### src/rtl/dest_demux_4_if.sv
// Bus bundle for dest_demux_4: upstream FIFO read side (pop/empty) and the
// four downstream FIFO write sides (push/almost_full) sharing one data bus.
interface dest_demux_4_if #(
  parameter int BW = 6
);
  logic          empty_in;
  logic [BW-1:0] data_in;
  logic          pop_in;
  logic          almost_full_P0;
  logic          almost_full_P1;
  logic          almost_full_P2;
  logic          almost_full_P3;
  logic          push_P0;
  logic          push_P1;
  logic          push_P2;
  logic          push_P3;
  logic [BW-1:0] data_out;

  // The demux itself.
  modport slave (
    input  empty_in, data_in,
    input  almost_full_P0, almost_full_P1, almost_full_P2, almost_full_P3,
    output pop_in,
    output push_P0, push_P1, push_P2, push_P3,
    output data_out
  );

  // The FIFOs around it.
  modport master (
    output empty_in, data_in,
    output almost_full_P0, almost_full_P1, almost_full_P2, almost_full_P3,
    input  pop_in,
    input  push_P0, push_P1, push_P2, push_P3,
    input  data_out
  );
endinterface

### src/rtl/dest_demux_4.sv
// Drains one upstream FIFO and steers each word to P0..P3 by its in-word dest field.
// Optional per-port push counters cnt_P0..cnt_P3 are enabled with `define DEST_DEMUX_CNT_EN.
module dest_demux_4 #(
  parameter int BW       = 6,
  parameter int DEST_LSB = 4,
  parameter int AF_BLOCK = 1
) (
  input  logic           clk,
  input  logic           reset,
  dest_demux_4_if.slave  bus
`ifdef DEST_DEMUX_CNT_EN
  ,
  output logic [7:0]     cnt_P0,
  output logic [7:0]     cnt_P1,
  output logic [7:0]     cnt_P2,
  output logic [7:0]     cnt_P3
`endif
);

  logic [BW-1:0] buf_q [2];
  logic          hd_q, hd_d;
  logic [1:0]    cnt_q, cnt_d;
  logic          pending_q;

  logic [BW-1:0] head;
  logic [1:0]    dest;
  logic [3:0]    af;
  logic [3:0]    push;
  logic          blocked;
  logic          drain;
  logic          pop;
  logic [2:0]    occ;
  logic          tail;

  // NOTE: every signal assigned in always_comb gets a value on every path,
  // otherwise synthesis infers a latch to hold the old value.
  always_comb begin
    head    = buf_q[hd_q];
    dest    = head[DEST_LSB+1:DEST_LSB];
    af      = {bus.almost_full_P3, bus.almost_full_P2,
               bus.almost_full_P1, bus.almost_full_P0};
    blocked = (AF_BLOCK != 0) && af[dest];
    drain   = !reset && (cnt_q != 2'd0) && !blocked;
    push    = drain ? (4'b0001 << dest) : 4'b0000;
    // Words buffered after this edge; a new pop is allowed only if one slot stays free.
    occ     = {1'b0, cnt_q} + {2'b00, pending_q} - {2'b00, drain};
    pop     = !reset && !bus.empty_in && (occ <= 3'd1);
    cnt_d   = occ[1:0];
    hd_d    = hd_q ^ drain;
    tail    = hd_q ^ cnt_q[0];
  end

  assign bus.pop_in   = pop;
  assign bus.push_P0  = push[0];
  assign bus.push_P1  = push[1];
  assign bus.push_P2  = push[2];
  assign bus.push_P3  = push[3];
  assign bus.data_out = (!reset && (cnt_q != 2'd0)) ? head : '0;

  // NOTE: sequential state uses non-blocking assignments so every register
  // samples pre-edge values regardless of block evaluation order.
  always_ff @(posedge clk) begin
    if (reset) begin
      cnt_q     <= 2'd0;
      hd_q      <= 1'b0;
      pending_q <= 1'b0;
    end else begin
      cnt_q     <= cnt_d;
      hd_q      <= hd_d;
      pending_q <= pop;
    end
  end

  // NOTE: the data storage is deliberately not reset; cnt_q marks which
  // entries are valid, so resetting the payload would only cost logic.
  always_ff @(posedge clk) begin
    if (!reset && pending_q) begin
      buf_q[tail] <= bus.data_in;
    end
  end

`ifdef DEST_DEMUX_CNT_EN
  logic [7:0] cnt_px_q [4];

  always_ff @(posedge clk) begin
    if (reset) begin
      for (int i = 0; i < 4; i++) cnt_px_q[i] <= 8'd0;
    end else begin
      for (int i = 0; i < 4; i++) begin
        if (push[i]) cnt_px_q[i] <= cnt_px_q[i] + 8'd1;
      end
    end
  end

  assign cnt_P0 = cnt_px_q[0];
  assign cnt_P1 = cnt_px_q[1];
  assign cnt_P2 = cnt_px_q[2];
  assign cnt_P3 = cnt_px_q[3];
`endif

endmodule

### src/flat_wrapper.sv
// flat-port wrapper written by rule: the top's interface ports become plain ports
module dest_demux_4_flat 
#(
  parameter int BW       = 6,
  parameter int DEST_LSB = 4,
  parameter int AF_BLOCK = 1
)
  (clk, reset, bus_empty_in, bus_data_in, bus_almost_full_P0, bus_almost_full_P1, bus_almost_full_P2, bus_almost_full_P3, bus_pop_in, bus_push_P0, bus_push_P1, bus_push_P2, bus_push_P3, bus_data_out);
  dest_demux_4_if #(.BW(BW)) bus_i ();
  input  logic clk;
  input  logic reset;
  input wire logic [$bits(bus_i.empty_in)-1:0] bus_empty_in;
  input wire logic [$bits(bus_i.data_in)-1:0] bus_data_in;
  input wire logic [$bits(bus_i.almost_full_P0)-1:0] bus_almost_full_P0;
  input wire logic [$bits(bus_i.almost_full_P1)-1:0] bus_almost_full_P1;
  input wire logic [$bits(bus_i.almost_full_P2)-1:0] bus_almost_full_P2;
  input wire logic [$bits(bus_i.almost_full_P3)-1:0] bus_almost_full_P3;
  output wire logic [$bits(bus_i.pop_in)-1:0] bus_pop_in;
  output wire logic [$bits(bus_i.push_P0)-1:0] bus_push_P0;
  output wire logic [$bits(bus_i.push_P1)-1:0] bus_push_P1;
  output wire logic [$bits(bus_i.push_P2)-1:0] bus_push_P2;
  output wire logic [$bits(bus_i.push_P3)-1:0] bus_push_P3;
  output wire logic [$bits(bus_i.data_out)-1:0] bus_data_out;
  assign bus_i.empty_in = bus_empty_in;
  assign bus_i.data_in = bus_data_in;
  assign bus_i.almost_full_P0 = bus_almost_full_P0;
  assign bus_i.almost_full_P1 = bus_almost_full_P1;
  assign bus_i.almost_full_P2 = bus_almost_full_P2;
  assign bus_i.almost_full_P3 = bus_almost_full_P3;
  assign bus_pop_in = bus_i.pop_in;
  assign bus_push_P0 = bus_i.push_P0;
  assign bus_push_P1 = bus_i.push_P1;
  assign bus_push_P2 = bus_i.push_P2;
  assign bus_push_P3 = bus_i.push_P3;
  assign bus_data_out = bus_i.data_out;
  dest_demux_4 #(.BW(BW), .DEST_LSB(DEST_LSB), .AF_BLOCK(AF_BLOCK)) u_core (.clk(clk), .reset(reset), .bus(bus_i));
endmodule
### config.mk
export PLATFORM = sky130hd
export DESIGN_NAME = dest_demux_4_flat
export DESIGN_NICKNAME = d
export VERILOG_FILES = /design/src/rtl/dest_demux_4_if.sv /design/src/rtl/dest_demux_4.sv /design/src/flat_wrapper.sv
export SDC_FILE = /design/constraint.sdc
export NUM_CORES = 1
export LEC_CHECK = 0
export ABC_AREA = 1
export CORE_UTILIZATION = 46
export DETAILED_ROUTE_END_ITERATION = 10
export PLACE_DENSITY = 0.83
export REMOVE_ABC_BUFFERS = 1
export SYNTH_ARGS = -nofsm -noshare
export SYNTH_HDL_FRONTEND = slang
export SYNTH_SLANG_ARGS = --single-unit
### constraint.sdc
create_clock -name clk -period 3.56 [get_ports clk]
set_input_delay 0.89 -clock clk [delete_from_list [all_inputs] [get_ports clk]]
set_output_delay 0.89 -clock clk [all_outputs]
set_load 0.01 [all_outputs]
==> flow_metrics.tcl <==
set metrics [dict create \
    wl_um 1730 \
    cts.clk_slew.worst_paths_ns 0.08 \
    drt-vias-per-instance 4.60 \
    wl_per_cell_um 10.8 \
    grt_pass1_wl_um 2740 \
    arrival_ns 2.56 \
    p_per_area_nw_per_um2 649 \
    hold_class "reg2reg" \
    setup_viol 0 \
    status "finished, final reports clean" \
    fin_nets 153 \
    grt_max_degree 10 \
    drc 0 \
    slew_violations 0 \
    ctsHoldBuffers 0 \
    grt_setup_unrepaired "no" \
    insertion_delay_ns 0.27 \
    dieArea_sq_um 2100 \
    hold_viol 0 \
    htree_levels 1 \
    seq_area_frac_synth_pct 49.9 \
    clockBufferDepth 2 \
    critical_path_peak_fanout 2 \
    start_util_pct 50.0 \
    avgSynthCellArea_sq_um 9.19 \
    fillerInstances 140 \
    dieHeight_um 45.8 \
    std_cell_rows 15 \
    maxClockFrequency_ghz 0.290 \
    yosys_warnings 0 \
    final_util_pct 74.6 \
    final_cell_mix "nand2_1, inv_1, clkdlybuf4s50_1, buf_4, edfxtp_1" \
    grt.overflow.total 0 \
    critPathLaunchType "primary input" \
    ant_nets 0 \
    placed_area_sq_um 1200 \
    path_class "in2out" \
    endpoint_kind "output port" \
    detailed_place_hpwl_um 1360 \
    core_sq_um 1760 \
    syn_inst 96 \
    port_buffers 23 \
    gp_congestion 0.737 \
    relSlewSlack_pct 64.2 \
    antenna_found_initial 0 \
    ys_types 19 \
    clock-root-buffer "clkbuf_4" \
    worst_pin_slew_ns 0.535 \
    postLayoutCellArea_sq_um 1320 \
    yosysTopAreaCellShare_pct 40.9 \
    io-pin-count 24 \
    yosysTopAreaCell "edfxtp_1" \
    cp_data_required_time_ns 2.67 \
    die_x_um 45.8 \
    cts_sinks 16 \
    drive_gt1_share_pct 33.8 \
    leakage_nw 0.615 \
    cts_tree "yes" \
    numCtsBuffers 3 \
    syn-cell-area_sq_um 882 \
    vias 741 \
    synthTopCellsByArea "edfxtp_1, nand2_1, dfxtp_1" \
    synth_seq_cells 16 \
    irDropWorstVdd_mv 0.434 \
    skew_ns 0.00914 \
    gr-usage-all-layers_pct 18.1 \
    dr.pass1.iters 4 \
    diodes 0 \
    maxCapViolations 0 \
    grt_pass1_vias 702 \
    area_growth_pct 49.2 \
    layout_commonest_cell "nand2_1" \
    drt-initial-drc-count 10 \
    fin_crit_sh_pct 97.0 \
    period_needed_ns 3.45 \
]
where the power goes:
part	internal, W	leakage (nW)	switching (W)
combinational	0.000252	0.458	0.000248
clock	0.0000405	0.0154	0.0000515
sequential	0.000240	0.141	0.0000219
total	0.000532	0.615	0.000322
flip-flops by register name, summed over array words and instances, names as in the netlist:
name / count
u_core.pending_q: 1
u_core.cnt_q: 2
u_core.buf_q: 12
u_core.hd_q: 1
per-layer routing:
metal	vias up	wire length [um]	track usage, %
met3	0	67	1.98
li1	376	-	-
met2	20	992	37.7
met1	345	672	19.6
met5	-	0	0
met4	0	0	1.76
logic make-up (layout without fill, tap and decap cells):
kind of cell	Yosys count	in the layout	synth area share (%)
DFF	16	16	49.9
AOI/OAI and AO/OA	2	2	3.69
buffers and inverters	23	63	10.6
and+or+nand+nor	50	50	28.7
adders and majority gates	3	3	5.11
xor gates and xnor gates	2	2	1.99
worst paths after layout:
check,from,endpoint,slack [ns],cells past startpoint
hold / removal,u_core.pending_q$_SDFF_PP0_,u_core.cnt_q[0]$_SDFF_PP0_,0.66,3
setup / recovery,bus_almost_full_P0,bus_pop_in,0.11,12
setup reg to reg,u_core.hd_q$_SDFF_PP0_,u_core.pending_q$_SDFF_PP0_,1.26,12
hold reg to reg,u_core.pending_q$_SDFF_PP0_,u_core.cnt_q[0]$_SDFF_PP0_,0.66,3
what timing repair did:
action	4_1_cts	5_1_grt
gates resized for setup	36	3
buffers inserted	4	1
pin swaps	12	5
endpoints found under the setup margin	1	1
layout make-up:
class / instances / area [sq um] / share of cell area, %
clock buffer: 3 / 22.5 / 1.71
clock inverter: 1 / 3.75 / 0.285
inverter: 22 / 85.1 / 6.46
multi-input combinational: 57 / 409 / 31.1
sequential: 16 / 440 / 33.5
tap: 25 / 31.3 / 2.38
timing repair buffer: 37 / 324 / 24.6
through the flow:
step | hold WS, ns | std cells | worst slack (ns) | TNS (ns) | power, W
after floorplan | 0.543 | 95 | 0.0474 | 0 | 0.000503
after detailed placement | 0.563 | 152 | -0.833 | -0.833 | 0.000672
after CTS | 0.556 | 160 | -0.0226 | -0.0226 | 0.000826
after global routing | 0.726 | 161 | 0.0162 | 0 | 0.000917
after global placement | 0.557 | 152 | -0.759 | -0.759 | 0.000654
final | 0.657 | 161 | 0.108 | 0 | 0.000854
critical path: stages:
cell     delay [ns]
buf_2          0.09
nand3_2        0.05
nand2_2        0.09
nand2_4        0.06
nand3_4        0.09
inv_4          0.04
ha_4           0.25
inv_2          0.04
ha_4           0.14
fa_2           0.42
nor4_2         0.22
buf_2          0.17
Yosys cell counts:
library cell	number
nand2_1	25
inv_1	20
edfxtp_1	12
nor2_1	9
dfxtp_1	4
nand2_4	4
nand3_1	4
nand2_2	3
ha_1	2
inv_2	2
nor4_1	2
xnor2_1	2
a21oi_4	1
buf_6	1
fa_1	1
nand3_4	1
nand4_1	1
nor3_1	1
o21ai_4	1
No activity file was read; power rests on OpenSTA's default activity.
